## config.mk

```make
export PLATFORM = sky130hd
export DESIGN_NAME = song_sequencer
export DESIGN_NICKNAME = d
export VERILOG_FILES = /design/src/rtl/song_sequencer.sv
export SDC_FILE = /design/constraint.sdc
export NUM_CORES = 1
export LEC_CHECK = 0
export BUFFER_PORTS_ARGS = -buffer_cell sky130_fd_sc_hd__buf_2
export CELL_PAD_IN_SITES_DETAIL_PLACEMENT = 1
export CELL_PAD_IN_SITES_GLOBAL_PLACEMENT = 1
export CORE_UTILIZATION = 45
export CTS_BUF_LIST = sky130_fd_sc_hd__clkbuf_8 sky130_fd_sc_hd__clkbuf_16
export DETAILED_ROUTE_END_ITERATION = 8
export GPL_TIMING_DRIVEN = 0
export PLACE_DENSITY_LB_ADDON = 0.12
export SETUP_SLACK_MARGIN = 0.5
export SYNTH_ARGS = -nofsm -noshare
export SYNTH_HDL_FRONTEND = slang
export SYNTH_SLANG_ARGS = --single-unit
```

## constraint.sdc

```tcl
create_clock -name CLOCK_50 -period 5.1 [get_ports CLOCK_50]
set_input_delay 1.02 -clock CLOCK_50 [delete_from_list [all_inputs] [get_ports CLOCK_50]]
set_output_delay 1.02 -clock CLOCK_50 [all_outputs]
set_load 0.01 [all_outputs]
```

## src/rtl/song_sequencer.sv

```systemverilog
// Multi-voice square-wave song player: walks a synchronous note ROM, runs one
// square-wave voice per channel and mixes them into one signed audio sample.

module song_voice #(
  parameter int          NOTE_W = 19,
  parameter logic [31:0] AMP    = 32'd1000000000
) (
  input  logic              CLOCK_50,
  input  logic              reset,
  input  logic              latch,
  input  logic              run,
  input  logic              en,
  input  logic [NOTE_W-1:0] half_in,
  output logic signed [31:0] contrib
);
  logic [NOTE_W-1:0] half, cnt;
  logic              phase;

  always_ff @(posedge CLOCK_50) begin
    if (reset) begin
      half  <= '0;
      cnt   <= '0;
      phase <= 1'b0;
    end else if (latch) begin
      half  <= half_in;
      cnt   <= '0;
      phase <= 1'b0;
    end else if (run) begin
      if (half == '0) begin
        cnt   <= '0;
        phase <= 1'b0;
      end else if (cnt == half) begin
        cnt   <= '0;
        phase <= ~phase;
      end else begin
        cnt   <= cnt + NOTE_W'(1);
      end
    end
  end

  // A zero half-period is a rest: the voice drops out of the mix entirely.
  always_comb begin
    contrib = '0;
    if (en && half != '0) contrib = phase ? $signed(AMP) : -$signed(AMP);
  end
endmodule

module song_sequencer #(
  parameter int          CHANNELS = 2,
  parameter int          NOTE_W   = 19,
  parameter int          ADDR_W   = 10,
  parameter int          DUR_W    = 27,
  parameter logic [31:0] AMP      = 32'd1000000000
) (
  input  logic                       CLOCK_50,
  input  logic                       reset,
  input  logic                       start,
  input  logic                       stop,
  input  logic                       pause,
  input  logic                       loop,
  input  logic [DUR_W-1:0]           tempo_limit,
  input  logic [ADDR_W-1:0]          last_addr,
  input  logic [CHANNELS-1:0]        chan_en,
  output logic [ADDR_W-1:0]          rom_addr,
  input  logic [CHANNELS*NOTE_W-1:0] rom_q,
  output logic signed [31:0]         sample_out,
  output logic                       playing,
  output logic                       song_end
);
  typedef enum logic [2:0] {IDLE, FETCH, LATCH, PLAY, DONE} state_t;

  state_t                     state, state_d;
  logic [ADDR_W-1:0]          addr_d;
  logic [DUR_W-1:0]           dur_cnt, dur_lim;
  logic                       latch, run;
  logic [CHANNELS-1:0][31:0]  contrib;
  logic signed [31:0]         mix;

  assign latch    = (state == LATCH);
  assign run      = (state == PLAY) && !pause;
  assign playing  = (state == FETCH) || (state == LATCH) || (state == PLAY);
  assign song_end = (state == DONE);

  always_comb begin
    state_d = state;
    addr_d  = rom_addr;
    case (state)
      IDLE, DONE: if (start) begin
        state_d = FETCH;
        addr_d  = '0;
      end
      FETCH: state_d = LATCH;
      LATCH: state_d = PLAY;
      PLAY: if (!pause && dur_cnt == dur_lim) begin
        if (rom_addr != last_addr) begin
          addr_d  = rom_addr + ADDR_W'(1);
          state_d = FETCH;
        end else if (loop) begin
          addr_d  = '0;
          state_d = FETCH;
        end else begin
          state_d = DONE;
        end
      end
      default: state_d = IDLE;
    endcase
    // stop overrides everything, including a same-cycle start
    if (stop) begin
      state_d = IDLE;
      addr_d  = '0;
    end
  end

  always_ff @(posedge CLOCK_50) begin
    if (reset) begin
      state      <= IDLE;
      rom_addr   <= '0;
      dur_cnt    <= '0;
      dur_lim    <= '0;
      sample_out <= '0;
    end else begin
      state    <= state_d;
      rom_addr <= addr_d;
      // tempo is sampled once per note so mid-note changes land on the next note
      if (latch) begin
        dur_cnt <= '0;
        dur_lim <= tempo_limit;
      end else if (run) begin
        dur_cnt <= dur_cnt + DUR_W'(1);
      end
      sample_out <= (run && !stop) ? mix : '0;
    end
  end

  for (genvar i = 0; i < CHANNELS; i++) begin : g_voice
    song_voice #(.NOTE_W(NOTE_W), .AMP(AMP)) u_voice (
      .CLOCK_50 (CLOCK_50),
      .reset    (reset),
      .latch    (latch),
      .run      (run),
      .en       (chan_en[i]),
      .half_in  (rom_q[i*NOTE_W +: NOTE_W]),
      .contrib  (contrib[i])
    );
  end

  always_comb begin
    mix = '0;
    for (int i = 0; i < CHANNELS; i++) mix = mix + $signed(contrib[i]);
  end
endmodule

```

==> summary.md, run 1 <==
| Metric | Value |
|---|---|
| Dpl hpwl | `15.07 mm` |
| IO Count | `127` |
| RSZ-0062 raised after global routing | `false` |
| Max Buffers Root-to-Sink | `2` |
| Worst r2r src | `g_voice[0].u_voice.half[18]` |
| Syn_area_per_cell | `8.408 um^2` |
| Vias in the first global route | `7196` |
| Pin count of the biggest net entering global routing | `17` |
| Setup crit start kind | `flop` |
| Vias after detailed routing | `6785` |
| CP max stage cell | `nor4_2` |
| First drt pass iteration count | `4` |
| Crit end category | `flop` |
| First-pass GRT wire length | `35.05 mm` |
| HP Class | `flop to flop` |
| Clock skew | `8.091 ps` |
| Final ANT Viol Nets | `0` |
| Cells after Synth | `928` |
| Die width | `133.7 um` |
| Worst EP arrival | `3740 ps` |
| Synth unique cells | `53` |
| Iteration-0 DRC Markers | `248` |
| Final period utilization | `66.03%` |
| Layout cells sized above 1 | `17.44%` |
| Total GRT Usage | `24.93%` |
| Core Area | `0.01676 mm^2` |
| Die Ht | `133.7 um` |
| Clk slew on worst S/H paths | `60 ps` |
| Number of flops mapped to enable cells by yosys | `0` |
| Final wirelength | `20.98 mm` |
| Fmax | `297.0 MHz` |
| DRC viols | `0` |
| Hold_sp | `dur_lim[15]` |
| CTS sink count | `168` |
| Hold slack | `474.1 ps` |
| CP Cell Sequence | `nor4_1, nand4_1, nor4_2, nor2b_1, and2_1, ha_1, clkbuf_1, a21oi_1, or2_2, a21oi_1, and2_1` |
| Most used flip-flop cell after synthesis | `dfxtp_1` |
| Finish-stage setup viols | `0` |
| Register area share after synthesis | `43.10%` |
| Hold_buf cts | `0` |
| Critical path peak fanout | `9` |
| Crit-path max cell delay | `540 ps` |
| CP required | `5480 ps` |
| Commonest non-fill, non-tap cell in the layout | `nand2_1` |
| Synth warn | `0` |
| Worst-margin pin slew | `746.7 ps` |
| P per Cell Area | `315.3 mW/mm^2` |
| Asr flop ratio synth | `0%` |
| Slew Limit Fails | `0` |
| Max-cap viol count | `0` |
| Most frequent cells in the layout | `172 x nand2_1, 168 x dfxtp_1, 120 x buf_2` |
| Initial antenna violation count | `1` |
| Min Tclk post-route | `3367 ps` |
| Clock H-tree levels | `4` |
| Vias/cell | `5.199` |
| Starting Density | `46.55%` |
| TritonCTS clock tree | `yes` |
| Hold Fails Final Rpt | `0` |
| Top Family by Delay on Critical Path | `simple AND/OR/NAND/NOR gates` |
| Leakage | `3.787 nW` |
| Status | `finished, final reports clean` |
| Rel. slew slack | `49.84%` |
| Nets | `1164` |
| Number of buffers created by CTS | `17` |
| Overflow after GRT | `0` |
| IO buf count | `117` |
| DIE AREA | `0.01787 mm^2` |
| Buf/Inv on CP | `1` |
| VDD IR max | `0.2467 mV` |
| Post-cts sizing count | `0` |
| FF+latch count, synth | `168` |
| Clk_lat worst skew | `440 ps` |
| Post-Layout Cell Count | `1305` |
| Area growth syn-to-layout | `19.85%` |
| Setup_tns | `0 ps` |
| Root Buffer | `clkbuf_16` |
| CP Class | `flop to flop` |
| DR WL/cell | `16.08 um` |
| Row cnt | `47` |
| GP Congestion | `0.7903` |
| Post-CTS Setup Bufs | `0` |
| Crit. Startpoint | `g_voice[0].u_voice.half[18]` |
| Placed cells | `1273` |
| Synth Cell Area | `0.007802 mm^2` |
## report_power, final
group	total (mW)	switching [mW]	internal, mW	leakage [nW]
Sequential	1.33	0.00945	1.32	1.35
Combinational	0.183	0.110	0.0724	2.10
Clock	1.43	0.522	0.913	0.333
## final cells by class
type	count	area (um^2)
fillers	2081	7408
multi-input cells	709	4195
flip-flops and latches	168	3363
repair buffers	117	585.6
clock buffers	21	480.5
well taps	220	275.3
plain buffers	51	244.0
clock inverters	10	175.2
inverters	8	30.03
diodes	1	2.502
## sequential cells by signal, indices dropped and copies added (netlist names)
signal / flops
g_voice.u_voice.cnt: 38
g_voice.u_voice.phase: 2
dur_cnt: 27
sample_out: 23
rom_addr: 10
g_voice.u_voice.half: 38
dur_lim: 27
state: 3
## synth_stat cells (all sizes together), types with 10 or more instances
cell type  instances  share of area, %
nand2            172               8.3
dfxtp            168                43
nor2             100               4.8
a21oi             88               5.6
xor2              69               7.7
xnor2             65               7.3
nand4             32               2.7
clkbuf            29               1.4
nand3             29               2.1
nor4              23               3.0
buf               22               1.7
and3              16               1.3
nor3              13               1.1
o21ai             13               1.0
nor2b             10              0.80
## path summary, 6_finish.rpt
check / to / slack (ps) / cells past startpoint
max: sample_out[26] / 1730 / 11
min reg2reg: dur_lim[15] / 470 / 2
max reg2reg: sample_out[26] / 1730 / 11
min: dur_lim[15] / 470 / 2
## cell families (layout without fill, tap and decap cells)
| logic type | after synthesis | after routing | share of synthesized area, % |
|---|---|---|---|
| AO/OA/AOI/OAI | 125 | 125 | 9.157 |
| XOR/XNOR | 134 | 134 | 15.04 |
| adder cells (fa/ha/maj) | 9 | 9 | 1.540 |
| buffers and inverters | 59 | 207 | 3.512 |
| flip-flops | 168 | 168 | 43.10 |
| multiplexers | 2 | 2 | 0.2726 |
| other | 1 | 10 | 0.04806 |
| AND/OR/NAND/NOR | 430 | 430 | 27.33 |
## metal layers
layer	global-route usage, %	up-vias	routed length (um)
met4	8.965	0	393
met5	0	-	0
met3	5.289	34	726
met1	29.46	3224	9312
met2	44.27	130	10550
li1	-	3397	-
## metrics by stage
step / util (%) / power, mW / area, um^2 / setup slack, ps
final: 55.80 / 2.948 / 9351 / 1733
after CTS: 55.78 / 2.967 / 9349 / 1674
after detailed placement: 51.87 / 1.541 / 8693 / 1739
after global placement: 51.87 / 1.537 / 8693 / 1823
after global routing: 55.80 / 3.038 / 9351 / 1465
after floorplan: - / 1.469 / 7833 / 2414
## tightest hold or removal path, cell delays in order (launching register included)
cell	delay [ps]
dfxtp_1	320
nand2_1	60
a21oi_1	50
(Power assumes the default switching activity.)
==> inputs of run 2 (changes only) <==
--- a/config.mk
+++ b/config.mk
@@ -8,7 +8,7 @@
 export BUFFER_PORTS_ARGS = -buffer_cell sky130_fd_sc_hd__buf_2
 export CELL_PAD_IN_SITES_DETAIL_PLACEMENT = 1
 export CELL_PAD_IN_SITES_GLOBAL_PLACEMENT = 1
-export CORE_UTILIZATION = 45
+export CORE_UTILIZATION = 38
 export CTS_BUF_LIST = sky130_fd_sc_hd__clkbuf_8 sky130_fd_sc_hd__clkbuf_16
 export DETAILED_ROUTE_END_ITERATION = 8
 export GPL_TIMING_DRIVEN = 0
==> constraint.sdc (replaced) <==
create_clock -name CLOCK_50 -period 2.88 [get_ports CLOCK_50]
set_input_delay 0.576 -clock CLOCK_50 [delete_from_list [all_inputs] [get_ports CLOCK_50]]
set_output_delay 0.576 -clock CLOCK_50 [all_outputs]
set_load 0.01 [all_outputs]
==> summary.md, run 2 (same netlist as run 1, synthesis figures left out) <==
| Metric | Value |
|---|---|
| Status | `finished, final reports clean (unchanged)` |
| Footprint of the multi-input gates | `0.004432 mm^2 (was 0.004195 mm^2)` |
| Layout fillers | `2485 (was 2081)` |
| Max Buffers Root-to-Sink | `2 (unchanged)` |
| Finish-stage setup viols | `0 (unchanged)` |
| First-pass GRT wire length | `33.89 mm (was 35.05 mm)` |
| Final ANT Viol Nets | `0 (unchanged)` |
| Reg area | `0.003385 mm^2 (was 0.003363 mm^2)` |
| Vias after detailed routing | `6698 (was 6785)` |
| Iteration-0 DRC Markers | `259 (was 248)` |
| IO buf count | `117 (unchanged)` |
| Switching Share | `25.46% (was 21.76%)` |
| Nets | `1176 (was 1164)` |
| Commonest non-fill, non-tap cell in the layout | `nand2_1 (unchanged)` |
| Final wirelength | `20.45 mm (was 20.98 mm)` |
| Area growth syn-to-layout | `24.79% (was 19.85%)` |
| Vias/cell | `4.900 (was 5.199)` |
| Starting Density | `38.68% (was 46.55%)` |
| Max-cap viol count | `0 (unchanged)` |
| Dpl hpwl | `15.10 mm (was 15.07 mm)` |
| Die Ht | `145.3 um (was 133.7 um)` |
| Row cnt | `52 (was 47)` |
| Final period utilization | `93.30% (was 66.03%)` |
| Min Tclk post-route | `2687 ps (was 3367 ps)` |
| CP required | `3250 ps (was 5480 ps)` |
| Rel. slew slack | `40.89% (was 49.84%)` |
| Die width | `145.3 um (was 133.7 um)` |
| Busiest grt layer | `met2 (unchanged)` |
| Vias in the first global route | `6936 (was 7196)` |
| Leakage | `3.883 nW (was 3.787 nW)` |
| Int Pwr | `3.741 mW (was 2.307 mW)` |
| Hold_buf cts | `0 (unchanged)` |
| Initial antenna violation count | `0 (was 1)` |
| Logic pwr share | `7.7% (was 6.2%)` |
| Total GRT Usage | `19.94% (was 24.93%)` |
| Overflow after GRT | `0 (unchanged)` |
| VDD IR max | `0.2888 mV (was 0.2467 mV)` |
| Clock H-tree levels | `4 (unchanged)` |
| Setup crit start kind | `flop (unchanged)` |
| RSZ-0062 raised after global routing | `true (was false)` |
| NetSw | `1.278 mW (was 0.6415 mW)` |
| Final Util | `48.28% (was 55.80%)` |
| Clock skew | `10.72 ps (was 8.091 ps)` |
| Core Area | `0.02017 mm^2 (was 0.01676 mm^2)` |
| Clock group share of total power | `45.3% (was 48.7%)` |
| IO Count | `127 (unchanged)` |
| TritonCTS clock tree | `yes (unchanged)` |
| Slew Limit Fails | `0 (unchanged)` |
| Number of buffers created by CTS | `17 (unchanged)` |
| Pin count of the biggest net entering global routing | `18 (was 17)` |
| Power share of the sequential group | `46.9% (was 45.1%)` |
| Clk_lat worst skew | `430 ps (was 440 ps)` |
| Worst EP arrival | `3060 ps (was 3740 ps)` |
| Met3 Track Usage GR | `3.648% (was 5.289%)` |
| Total power | `5.019 mW (was 2.948 mW)` |
| P per Cell Area | `515.5 mW/mm^2 (was 315.3 mW/mm^2)` |
| First drt pass iteration count | `4 (unchanged)` |
| DRC viols | `0 (unchanged)` |
| DR WL/cell | `14.96 um (was 16.08 um)` |
| GP Congestion | `0.7804 (was 0.7903)` |
| HP Class | `input port to flop (was flop to flop)` |
| Global Route met1 Usage | `24.83% (was 29.46%)` |
| CTS sink count | `168 (unchanged)` |
| Critical path peak fanout | `3 (was 9)` |
| Number of antenna diodes | `0 (was 1)` |
| M2 GR Usage | `35.14% (was 44.27%)` |
| CP Class | `flop to flop (unchanged)` |
| DIE AREA | `0.02111 mm^2 (was 0.01787 mm^2)` |
| Layout cells sized above 1 | `23.06% (was 17.44%)` |
| Clk slew on worst S/H paths | `70 ps (was 60 ps)` |
| Most frequent cells in the layout | `171 x nand2_1, 155 x dfxtp_1, 122 x buf_2 (was 172 x nand2_1, 168 x dfxtp_1, 120 x buf_2)` |
| Fmax | `372.2 MHz (was 297.0 MHz)` |
| Largest registers | `g_voice.u_voice.cnt (38), g_voice.u_voice.half (38) (unchanged)` |
| Worst-margin pin slew | `879.8 ps (was 746.7 ps)` |
| Hold Fails Final Rpt | `0 (unchanged)` |
| Root Buffer | `clkbuf_16 (unchanged)` |
| Crit end category | `flop (unchanged)` |
[run 2: cell count changes in the layout (fill, tap and decap cells not counted), moves of 4 or more]
cell | previous run | this run
inv_8 | 0 | 5
bufinv_16 | 5 | 1
dfxtp_1 | 168 | 155
clkbuf_1 | 29 | 21
nor4_4 | 2 | 9
dfxtp_2 | 0 | 11
nor2b_1 | 10 | 5
buf_4 | 11 | 22
nor4_1 | 11 | 5
[run 2: power by group through the flow]
stage	sequential (mW)	combinational [mW]	clock (mW)
after floorplan	2.40	0.204	0
after global placement	2.41	0.326	0
after detailed placement	2.41	0.331	0
after CTS	2.36	0.374	2.33
after global routing	2.36	0.426	2.43
final	2.36	0.388	2.27
[run 2: per-stage QoR]
step	hold slack [ps]	setup TNS (ps)	instance area, um^2	std cells	worst slack, ps
2_1_floorplan	448.1	0	7878	936	452.4
3_3_place_gp	455.7	-1010	8801	1323	-137.8
3_5_place_dp	461.3	-769.7	8801	1323	-122.6
4_1_cts	355.5	0	9629	1362	178.2
5_1_grt	367.8	0	9737	1367	83.33
6_report	371.9	0	9737	1367	193.0
[run 2: worst max-delay path, stage by stage, from the launching register on]
cell	delay [ps]
dfxtp_4	360
nor4_4	280
nand4_1	200
nor4_4	360
nor2b_2	110
ha_2	210
fa_2	350
buf_8	130
o21ai_2	110
nand2b_1	110
a211oi_2	260
and2_1	160
[run 2: final cells by class]
type / instances / area share [%]
Timing Repair Buffer: 129 / 6.939
Buffer: 51 / 2.981
Sequential cell: 168 / 34.76
Clock inverter: 15 / 1.658
Tap cell: 270 / 3.470
Inverter: 8 / 0.3084
Multi-Input combinational cell: 709 / 45.52
Clock buffer: 17 / 4.369
[run 2: timing repair]
item / CTS / global route
pin swaps: 16 / 12
setup buffers: 6 / 5
endpoints found under the setup margin: 22 / 32
gates cloned: 1 / 0
gates resized for setup: 42 / 21
[run 2: per-layer routing]
metal | part of all wire, % | up-vias | routed length (um)
met5 | 0 | - | 0
met3 | 2.5 | 15 | 519
met4 | 0.92 | 0 | 189
met2 | 50 | 94 | 10230
met1 | 47 | 3161 | 9509
li1 | - | 3428 | -
[run 2: final timing paths]
check | from | to | slack, ps | depth (start not counted)
setup reg to reg | g_voice[0].u_voice.half[7] | sample_out[27] | 190 | 11
hold reg to reg | dur_lim[23] | dur_lim[23] | 470 | 2
hold / removal | rom_q[26] | g_voice[1].u_voice.half[7] | 370 | 3
setup / recovery | g_voice[0].u_voice.half[7] | sample_out[27] | 190 | 11
